$ cat src/rtl/otp_auth_fsm_param.sv
// otp_auth_fsm_param: captures a generated OTP, collects keypad digits with delete, compares them and drives unlock/expiry/lockout status
// Ports: clk, reset (sync, active-low); start opens a session from IDLE; otp_in/otp_valid deliver the generated OTP;
// user_digit/user_latch/user_del edit the entry buffer; otp and user_otp_out expose captured OTP and entry (digit 0 in MS bits);
// digit_cnt, wrng_atmpt, unlock, expired, locked report progress; state exposes the FSM encoding.
module otp_auth_fsm_param #(
  parameter int N_DIGITS       = 4,
  parameter int DIGIT_W        = 4,
  parameter int MAX_ATTEMPTS   = 3,
  parameter int EXPIRE_CYCLES  = 2500,
  parameter int HOLD_CYCLES    = 250,
  parameter int LOCKOUT_CYCLES = 1000
) (
  input  logic                                 clk,
  input  logic                                 reset,
  input  logic                                 start,
  input  logic [N_DIGITS*DIGIT_W-1:0]          otp_in,
  input  logic                                 otp_valid,
  input  logic [DIGIT_W-1:0]                   user_digit,
  input  logic                                 user_latch,
  input  logic                                 user_del,
  output logic [N_DIGITS*DIGIT_W-1:0]          otp,
  output logic [N_DIGITS*DIGIT_W-1:0]          user_otp_out,
  output logic [$clog2(N_DIGITS+1)-1:0]        digit_cnt,
  output logic [$clog2(MAX_ATTEMPTS+1)-1:0]    wrng_atmpt,
  output logic                                 unlock,
  output logic                                 expired,
  output logic                                 locked,
  output logic [2:0]                           state
);
  localparam int OW = N_DIGITS*DIGIT_W;
  localparam int CW = $clog2(N_DIGITS+1);
  localparam int AW = $clog2(MAX_ATTEMPTS+1);
  localparam int TW = $clog2(EXPIRE_CYCLES+1);
  localparam int HM = HOLD_CYCLES > LOCKOUT_CYCLES ? HOLD_CYCLES : LOCKOUT_CYCLES;
  localparam int HW = $clog2(HM+1);
  typedef enum logic [2:0] {IDLE, WAIT_OTP, ENTER, CHECK, UNLOCK, EXPIRED, LOCKOUT} state_t;
  state_t st, st_n;
  logic [OW-1:0] otp_n, buf_n;
  logic [CW-1:0] cnt_n;
  logic [AW-1:0] wrng_n;
  logic [TW-1:0] timer, timer_n;
  logic [HW-1:0] hold, hold_n;
  logic unlock_n, expired_n, locked_n;
  assign state = st;
  always_ff @(posedge clk) begin
    if (!reset) begin
      st <= IDLE;
      otp <= '0;
      user_otp_out <= '0;
      digit_cnt <= '0;
      wrng_atmpt <= '0;
      unlock <= 1'b0;
      expired <= 1'b0;
      locked <= 1'b0;
      timer <= '0;
      hold <= '0;
    end else begin
      st <= st_n;
      otp <= otp_n;
      user_otp_out <= buf_n;
      digit_cnt <= cnt_n;
      wrng_atmpt <= wrng_n;
      unlock <= unlock_n;
      expired <= expired_n;
      locked <= locked_n;
      timer <= timer_n;
      hold <= hold_n;
    end
  end
  always_comb begin
    st_n = st;
    otp_n = otp;
    buf_n = user_otp_out;
    cnt_n = digit_cnt;
    wrng_n = wrng_atmpt;
    unlock_n = unlock;
    expired_n = expired;
    locked_n = locked;
    timer_n = timer;
    hold_n = hold;
    case (st)
      IDLE: if (start) st_n = WAIT_OTP;
      WAIT_OTP: if (otp_valid) begin
        otp_n = otp_in;
        timer_n = '0;
        st_n = ENTER;
      end
      ENTER: begin
        timer_n = timer + 1'b1;
        // expiry wins over any same-cycle keypad strobe
        if (timer == TW'(EXPIRE_CYCLES-1)) begin
          st_n = EXPIRED;
          expired_n = 1'b1;
          hold_n = '0;
        end else if (user_latch) begin
          for (int i = 0; i < N_DIGITS; i++)
            if (i == int'(digit_cnt)) buf_n[(N_DIGITS-1-i)*DIGIT_W +: DIGIT_W] = user_digit;
          cnt_n = digit_cnt + 1'b1;
          if (digit_cnt == CW'(N_DIGITS-1)) st_n = CHECK;
        end else if (user_del && digit_cnt != '0) begin
          for (int i = 0; i < N_DIGITS; i++)
            if (i == int'(digit_cnt) - 1) buf_n[(N_DIGITS-1-i)*DIGIT_W +: DIGIT_W] = '0;
          cnt_n = digit_cnt - 1'b1;
        end
      end
      CHECK: if (otp == user_otp_out) begin
        st_n = UNLOCK;
        unlock_n = 1'b1;
        hold_n = '0;
      end else begin
        wrng_n = wrng_atmpt + 1'b1;
        if (wrng_atmpt == AW'(MAX_ATTEMPTS-1)) begin
          st_n = LOCKOUT;
          locked_n = 1'b1;
          hold_n = '0;
        end else begin
          st_n = ENTER;
          buf_n = '0;
          cnt_n = '0;
        end
      end
      UNLOCK, EXPIRED: if (hold == HW'(HOLD_CYCLES-1)) st_n = IDLE; else hold_n = hold + 1'b1;
      LOCKOUT: if (hold == HW'(LOCKOUT_CYCLES-1)) st_n = IDLE; else hold_n = hold + 1'b1;
      default: st_n = IDLE;
    endcase
    // everything reads zero whenever the FSM sits in IDLE, including on the entering edge
    if (st_n == IDLE) begin
      otp_n = '0;
      buf_n = '0;
      cnt_n = '0;
      wrng_n = '0;
      unlock_n = 1'b0;
      expired_n = 1'b0;
      locked_n = 1'b0;
      timer_n = '0;
      hold_n = '0;
    end
  end
endmodule

$ cat config.mk
export PLATFORM = sky130hd
export DESIGN_NAME = otp_auth_fsm_param
export DESIGN_NICKNAME = d
export VERILOG_FILES = /design/src/rtl/otp_auth_fsm_param.sv
export SDC_FILE = /design/constraint.sdc
export NUM_CORES = 1
export LEC_CHECK = 0
export CAP_MARGIN = 20
export CORE_MARGIN = 10
export CORE_UTILIZATION = 47
export DETAILED_ROUTE_END_ITERATION = 10
export HOLD_SLACK_MARGIN = 0.06
export MAX_ROUTING_LAYER = met4
export PLACE_DENSITY = 0.82
export SYNTH_ARGS = -nofsm -noshare
export SYNTH_HDL_FRONTEND = slang
export SYNTH_SLANG_ARGS = --single-unit
$ cat constraint.sdc
create_clock -name clk -period 2.1 [get_ports clk]
set_input_delay 0.42 -clock clk [delete_from_list [all_inputs] [get_ports clk]]
set_output_delay 0.42 -clock clk [all_outputs]
set_load 0.05 [all_outputs]
### After elaboration in Yosys (flattened, before gate mapping)

Cells that the tools add are included.

* $add $sub $neg: 6
* reduce and logical (&&, ||, !) cells: 23
* eq/ne operators: 35
* multiplexer cells: 38
* bitwise logic cells: 2

Operator list (count)
* $mux W16: 5
* $mux W10: 5
* $mux W3: 14
* $pmux W10 S4: 1
* $logic_not A32 Y1: 1
* $mux W4: 8
* $pmux W16 S2: 1
* $ne A3 B3 Y1 const B: 10
* $reduce_and A7 Y1: 4
* $pmux W12 S2: 1
* $pmux W3 S6: 1
* $eq A16 B16 Y1: 1
* $ne A2 B2 Y1 const B: 7
* $add A12 B1 Y12 const B: 1
* $eq A12 B12 Y1 const B: 1
* $mux W12: 1
* $add A10 B1 Y10 const B: 1
* $eq A10 B10 Y1 const B: 1
* $eq A10 B8 Y1 const B: 1
* $reduce_and A2 Y1: 5
* $reduce_and A5 Y1: 2
* $eq A3 B2 Y1 const B: 3
* $eq A3 B3 Y1 const B: 3
* $logic_not A3 Y1: 3
* other kinds (18): 23

* input port bits: 26
* flip-flop bits (word level): 65
* logic and storage cells: 117
* output and inout bits: 43

### Logic depth before layout (Yosys ltp)

Gate-level depths: netlist (run 1).

* word-level depth: 7
* mapped depth: 8
* gate-level depth less buffers: 7

### Least setup slack after synthesis (run 1)

No wires, ideal clock.

* path kind: register to register
* from: register digit_cnt[2]
* to: register user_otp_out[0]
* buffers on the path: 2
* data arrival time: 2.202 ns
* clock period less this slack: 2.344 ns
* setup slack: -0.244 ns
* data required time: 1.958 ns
* library setup time: 0.142 ns
* cell stages (with the launch flop): 8
* cells stage by stage: dfxtp_1 -> clkbuf_1 -> and4b_1 -> a211o_1 -> o21a_1 -> nor3_4 -> buf_6 -> a211oi_1

* word-level cells in the longest chain between the ends: 7
* elaborated cells on any way between the ends: 16
* classes of those cells: 1 x add/sub; 6 x eq/ne; 4 x mux; 5 x reduce/logical

RTL lines
* from (decl): line 23 `output logic [$clog2(N_DIGITS+1)-1:0] digit_cnt,`
* from (signal assigned): line 61 `digit_cnt <= cnt_n;`
* $eq A3 B2 Y1: line 99 `if (digit_cnt == CW'(N_DIGITS-1)) st_n = CHECK;`
* $mux W3: line 99
* $mux W3: line 95 `end else if (user_latch) begin`
* $mux W3: line 91 `if (timer == TW'(EXPIRE_CYCLES-1)) begin`
* $pmux W3 S6: line 81 `case (st)`
* $logic_not A3 Y1: line 127 `if (st_n == IDLE) begin`
* $reduce_or A2 Y1 (no line)
* to (signal assigned): line 60 `user_otp_out <= buf_n;`
* to (decl): line 22 `output logic [N_DIGITS*DIGIT_W-1:0] user_otp_out,`

Several ways; a longest one is shown, not always the timed one.
A chain may end at the register's enable or synchronous reset.

### Worst setup path in the final report (run 1)

* from: register hold[0]
* to: register user_otp_out[7]

* word-level cells in the longest chain between the ends: 5
* elaborated cells on any way between the ends: 7
* classes of those cells: 2 x eq/ne; 3 x mux; 2 x reduce/logical

RTL lines
* from (decl): line 42 `logic [HW-1:0] hold, hold_n;`
* from (signal assigned): line 67 `hold <= hold_n;`
* $eq A10 B10 Y1 / $eq A10 B8 Y1 (equally long branches): line 123, 122
* $mux W3, on equally long branches: line 123, 122
* $pmux W3 S6 *: line 81
* $logic_not A3 Y1 *: line 127
* $reduce_or A2 Y1 (no line) *

Mark *: on every way between the ends. The rest lies on a longest branch, timed or not.

==> flow_metrics.env, run 1 <==
export IMPL_outcome="finished with violations"
export IMPL_violations="negative setup slack"
export IMPL_cp_end_kind="flip-flop"
export IMPL_htree_num_levels=3
export IMPL_cap_violations=0
export IMPL_final_layout_size_suffix_gt1_frac=0.284
export IMPL_worstSetupPathType="flip-flop to flip-flop"
export IMPL_postLayoutCellArea_um2=5300
export IMPL_synth_cell_types=59
export IMPL_seqPwrFrac=0.387
export IMPL_die_width_um=108
export IMPL_synthTopCellsByCount="dfxtp_1 (65), mux2i_1 (32), nor3_1 (32)"
export IMPL_grt_pass1_vias=3742
export IMPL_grt_first_pass_wirelength_mm=18.7
export IMPL_cp_data_required_time_ns=2.34
export IMPL_path_max_fanout=11
export IMPL_pwr_share_comb=0.249
export IMPL_num_io_pins=69
export IMPL_nets=537
export IMPL_power_leakage_nw=1.79
export IMPL_syn_avg_cell_area_um2=9.13
export IMPL_endpoint="user_otp_out[7]"
export IMPL_cts_tree="yes"
export IMPL_postPlaceCellArea_um2=4800
export IMPL_drt_vias_per_instance=6.13
export IMPL_cts_buffer_depth=2
export IMPL_portBuffers=68
export IMPL_finalSetupViolations=62
export IMPL_ys_seq_area_frac=0.355
export IMPL_syn_nets=433
export IMPL_worstSkewPairLatency_ns=0.36
export IMPL_synthArstFlopShare=0
export IMPL_vias=3759
export IMPL_slew_violations=0
export IMPL_synth_enable_flop_cells=0
export IMPL_grt_ovfl_total=0
export IMPL_insertedDiodeCount=0
export IMPL_drt_iter0_markers=262
export IMPL_rrSetupSlack_ns=-0.06
export IMPL_dp_cells=586
export IMPL_post_route_drc_count=0
export IMPL_die_height_um=108
export IMPL_fmax_mhz=464
export IMPL_yosys_warnings=0
export IMPL_rows=32
export IMPL_antenna_left=0
export IMPL_synthCells=402
export IMPL_hold_path_class="flip-flop to flip-flop"
export IMPL_p_int_mw=2.23
export IMPL_grt_max_degree=37
export IMPL_root_buffer="clkbuf_8"
export IMPL_rr_worst_depth=8
export IMPL_vdd_drop_max_mv=0.403
export IMPL_finalClockSkew_ns=0.0124
export IMPL_switchingPower_mw=1.05
export IMPL_cts_buffers=9
export IMPL_synthTopCellsByArea="dfxtp_1 (35%), mux2i_1 (8.7%), xnor2_1 (6.0%)"
export IMPL_clockPowerShare=0.364
export IMPL_fin_crit_ns=2.16
export IMPL_area_growth_pct=44.5
export IMPL_fin_hold_ws_ns=0.529
export IMPL_synth_top_area_frac=0.355
export IMPL_yosysTopAreaCell="dfxtp_1"
export IMPL_synth_most_common_cell="dfxtp_1"
export IMPL_finish_utilization=0.693
export IMPL_ys_flop_type="dfxtp_1"
export IMPL_clock_sinks=65
export IMPL_maxSlewHeadroom=0.576
export IMPL_initial_core_util=0.480
export IMPL_place_congestion=0.916
export IMPL_pwr_density_cell_nw_per_um2=620
export IMPL_rsz0062_at_grt="yes"
export IMPL_rr_startpoint="hold[0]"
export IMPL_p_sw_frac=0.321
export IMPL_arrival_ns=2.39
export IMPL_grt_usage=0.203
export IMPL_syn_area_um2=3670
export IMPL_layout_cells_non_filler=613
export IMPL_tightest_slew_ns=0.635
export IMPL_timing_final_crit_share=1.03
export IMPL_setup_ws_ns=-0.0560
export IMPL_crit_start="hold[0]"
export IMPL_core_um2=7650
export IMPL_ctsHoldBuffers=0
export IMPL_synth_ff_latch_count=65
export IMPL_drt_wl_total_mm=12.2
export IMPL_antenna_found_initial=0
export IMPL_rr_endpoint="user_otp_out[7]"
export IMPL_finalHoldViolCount=0
export IMPL_hpwl_mm=8.06
export IMPL_clkTransAtPathRegs_ns=0.08
export IMPL_first_pass_iters=5
export IMPL_cp_start_kind="flip-flop"
export IMPL_die_area_um2=11700
export IMPL_wl_per_cell_um=19.8
-- layout make-up --
class / instances / area [um2]
Multi-Input combinational cell: 299 / 2360
Fill cell: 559 / 2350
Sequential cell: 65 / 1350
Timing Repair Buffer: 125 / 1230
Clock buffer: 10 / 149
Tap cell: 102 / 128
Clock inverter: 6 / 71.3
Inverter: 6 / 22.5
-- through the flow --
step	setup TNS, ns	total power, mW	worst slack [ns]
4_1_cts	-0.0795	3.19	-0.0151
3_3_place_gp	-13.98	1.92	-0.255
2_1_floorplan	-0.0852	1.72	-0.0131
5_1_grt	-5.32	3.40	-0.121
3_5_place_dp	-16.68	1.94	-0.309
6_report	-1.86	3.29	-0.0560
-- registers in the layout (all words and copies together), names as in the netlist --
signal,flops
timer,12
unlock,1
locked,1
wrng_atmpt,2
user_otp_out,16
digit_cnt,3
expired,1
otp,16
hold,10
state,3
-- routing by layer --
metal,routed length [um],GRT usage,up-vias
li1,-,-,1746
met4,284,0.0923,0
met2,5960,0.322,177
met3,849,0.0381,21
met1,5070,0.243,1815
met5,0,-,-
-- power by group through the flow --
stage / Sequential (mW) / Clock, mW / Combinational, mW
4_1_cts: 1.27 / 1.21 / 0.707
6_report: 1.27 / 1.20 / 0.820
5_1_grt: 1.27 / 1.26 / 0.865
3_3_place_gp: 1.30 / 0 / 0.628
3_5_place_dp: 1.30 / 0 / 0.642
2_1_floorplan: 1.34 / 0 / 0.380
-- placed cells by master (no fill, tap or decap), types with 5 or more instances in the layout --
cell / count
o21ai_0: 6
clkdlybuf4s50_1: 62
clkbuf_8: 9
nand2_1: 18
and3_1: 7
a21oi_1: 12
dfxtp_4: 7
nand4_1: 7
inv_1: 5
nand3_1: 12
mux2i_1: 32
nor2_1: 15
a211oi_2: 13
xnor2_1: 25
nor3_1: 32
dfxtp_1: 43
buf_4: 52
o211ai_1: 29
a211oi_1: 18
dfxtp_2: 15
-- cell families (layout without fill, tap and decap cells) --
family	Yosys count	count (layout)	synth area share
compound gates	98	98	0.196
flops	65	65	0.355
fa+ha+maj	5	5	0.0191
simple gates	136	136	0.219
mux	34	34	0.0934
xor+xnor	26	26	0.0621
buf+inv	38	147	0.0556
-- how the worst min path moves through the flow --
stage | start | to | slack, ns | cells after the start
2_1_floorplan | hold[5] | hold[5] | 0.50 | 2
3_3_place_gp | expired | expired | 0.48 | 2
3_5_place_dp | expired | expired | 0.49 | 2
4_1_cts | expired | expired | 0.50 | 2
5_1_grt | expired | expired | 0.55 | 2
6_report | expired | expired | 0.53 | 2
-- timing repair --
item | in CTS | in global routing
setup buffers | 2 | 5
resized for setup | 6 | 22
endpoints found under the setup margin | 63 | 64
gates cloned | 1 | 3
pin swaps | 5 | 4
-- critical path: stages (launching register included) --
cell and delay (ns):
dfxtp_4 0.39, ha_4 0.16, and4_4 0.23, a31oi_4 0.11
or4_4 0.55, nor3_4 0.18, buf_12 0.18, clkbuf_16 0.18
a211oi_1 0.05
(Power assumes the default switching activity.)
==> run 2: changes to the inputs <==
--- a/config.mk
+++ b/config.mk
@@ -6,7 +6,7 @@
 export NUM_CORES = 1
 export LEC_CHECK = 0
 export CAP_MARGIN = 20
-export CORE_MARGIN = 10
+export CORE_MARGIN = 2
 export CORE_UTILIZATION = 47
 export DETAILED_ROUTE_END_ITERATION = 10
 export HOLD_SLACK_MARGIN = 0.06
==> run 2 against run 1 <==
The flow still finishes with violations (negative setup slack). Clock power fell by 17%. Die area is 27% lower. Final area decreased by 2.6%. Combinational power decreased by 8.4%. Clock skew shrank 0.0018 ns. Via count down 2.1%. Non-clock buffer count is 5 lower. First-iteration DRC count is 8.0% lower. Sequential share of layout area grew 0.68 points. Count of clock-buffer cells in the layout decreased by 1. Critical endpoint is now user_otp_out[3].
==> flow_metrics.env, run 2 (synthesized netlist as in run 1, its figures left out) <==
export IMPL_final_layout_size_suffix_gt1_frac=0.257
export IMPL_finalHoldViolCount=0
export IMPL_area_growth_pct=40.7
export IMPL_hold_start="wrng_atmpt[0]"
export IMPL_rr_startpoint="hold[0]"
export IMPL_slew_violations=0
export IMPL_rr_endpoint="user_otp_out[3]"
export IMPL_grt_max_degree=34
export IMPL_p_int_mw=1.99
export IMPL_worstSetupPathType="input pin to flip-flop"
export IMPL_cp_start_kind="input pin"
export IMPL_rr_worst_depth=9
export IMPL_hold_end="wrng_atmpt[0]"
export IMPL_antenna_found_initial=0
export IMPL_antenna_left=0
export IMPL_grt_pass1_vias=3663
export IMPL_clkTransAtPathRegs_ns=0.08
export IMPL_num_io_pins=69
export IMPL_first_pass_iters=5
export IMPL_finalSetupViolations=15
export IMPL_path_max_fanout=6
export IMPL_violations="negative setup slack"
export IMPL_grt_first_pass_wirelength_mm=17.8
export IMPL_fin_crit_ns=2.11
export IMPL_arrival_ns=2.35
export IMPL_root_buffer="clkbuf_8"
export IMPL_postLayoutCellArea_um2=5160
export IMPL_finalClockSkew_ns=0.0106
export IMPL_setup_ws_ns=-0.0129
export IMPL_timing_final_crit_share=1.01
export IMPL_die_width_um=92.4
export IMPL_rsz0062_at_grt="yes"
export IMPL_grt_ovfl_total=0
export IMPL_hpwl_mm=7.59
export IMPL_switchingPower_mw=1.02
export IMPL_drt_vias_per_instance=6.05
export IMPL_cts_tree="yes"
export IMPL_p_sw_frac=0.338
export IMPL_tightest_slew_ns=0.700
export IMPL_biggestRegsByFlops="otp (16), user_otp_out (16), timer (12)"
export IMPL_rows=32
export IMPL_place_congestion=0.946
export IMPL_power_mw=3.01
export IMPL_cts_buffers=9
export IMPL_insertedDiodeCount=0
export IMPL_die_height_um=92.4
export IMPL_die_area_um2=8530
export IMPL_fin_hold_ws_ns=0.510
export IMPL_fmax_mhz=473
export IMPL_power_leakage_nw=1.83
export IMPL_postPlaceCellArea_um2=4830
export IMPL_cts_buffer_depth=2
export IMPL_rrSetupSlack_ns=0
export IMPL_vdd_drop_max_mv=0.337
export IMPL_nets=532
export IMPL_clock_sinks=65
export IMPL_post_route_drc_count=0
export IMPL_grt_usage=0.268
export IMPL_dp_slack_ns=-0.297
export IMPL_htree_num_levels=3
export IMPL_vias=3679
export IMPL_portBuffers=68
export IMPL_pwr_share_comb=0.249
export IMPL_wl_per_cell_um=18.4
export IMPL_core_um2=7650
export IMPL_final_common_cell="clkdlybuf4s50_1"
export IMPL_fillers=609
export IMPL_seqPwrFrac=0.421
export IMPL_maxSlewHeadroom=0.532
export IMPL_clockPowerShare=0.329
export IMPL_final_cell_mix="clkdlybuf4s50_1 (59), dfxtp_1 (43), buf_4 (42)"
export IMPL_initial_core_util=0.480
export IMPL_finish_utilization=0.675
export IMPL_worstSkewPairLatency_ns=0.37
export IMPL_outcome="finished with violations"
export IMPL_cp_data_required_time_ns=2.34
export IMPL_hold_path_class="flip-flop to flip-flop"
export IMPL_drt_iter0_markers=241
export IMPL_whs_path_depth=2
export IMPL_cp_end_kind="flip-flop"
export IMPL_drt_wl_total_mm=11.2
export IMPL_cap_violations=0
export IMPL_pwr_density_cell_nw_per_um2=583
## run 2: cell type report
class	instances	area, um2	area share
multi-input combinational	299	2300	0.446
sequential	65	1350	0.261
timing repair buffer	120	1190	0.230
tap	102	128	0.0247
clock buffer	9	124	0.0240
clock inverter	7	53.8	0.0104
inverter	6	22.5	0.00436
## run 2: worst max-delay path by stage
stage / startpoint / to / slack [ns]
after floorplan: hold[1] / user_otp_out[0] / -0.01
after global placement: otp_valid / hold[4] / -0.27
after detailed placement: otp_valid / hold[5] / -0.30
after CTS: user_otp_out[5] / user_otp_out[5] / 0.004
after global routing: timer[0] / timer[9] / -0.12
final: user_latch / user_otp_out[3] / -0.01
## run 2: per-layer routing
layer,wire (um),global-route usage,part of all wire,up-vias
met3,803,0.0472,0.072,24
met1,4640,0.327,0.41,1759
met5,0,-,0,-
met4,273,0.0995,0.024,0
li1,-,-,-,1735
met2,5490,0.445,0.49,161
## run 2: repair_timing
action / CTS / global route
gates cloned: 0 / 2
hold buffers: 0 / 0
setup endpoints to repair: 59 / 69
pin swaps: 1 / 4
buffers inserted: 0 / 5
gates resized for setup: 1 / 22
## run 2: critical path, cell delays in order
cell and delay (ns):
clkdlybuf4s50_1 0.45, and4b_1 0.30, a211o_1 0.35, o21a_1 0.22
nor3_4 0.20, buf_12 0.15, buf_6 0.09, buf_6 0.11
a211oi_1 0.05
## run 2: stage by stage
| stage | cells | setup TNS (ns) |
|---|---|---|
| after detailed placement | 585 | -16.72 |
| after floorplan | 402 | -0.0852 |
| final | 608 | -0.0902 |
| after global placement | 585 | -15.22 |
| after global routing | 608 | -3.76 |
| after CTS | 601 | 0 |
## run 2: power by group through the flow
stage,clock (mW),combinational (mW),sequential (mW)
final,0.991,0.751,1.27
after global routing,1.05,0.784,1.27
after CTS,0.993,0.655,1.27
after detailed placement,0,0.654,1.30
after global placement,0,0.641,1.29
after floorplan,0,0.380,1.34
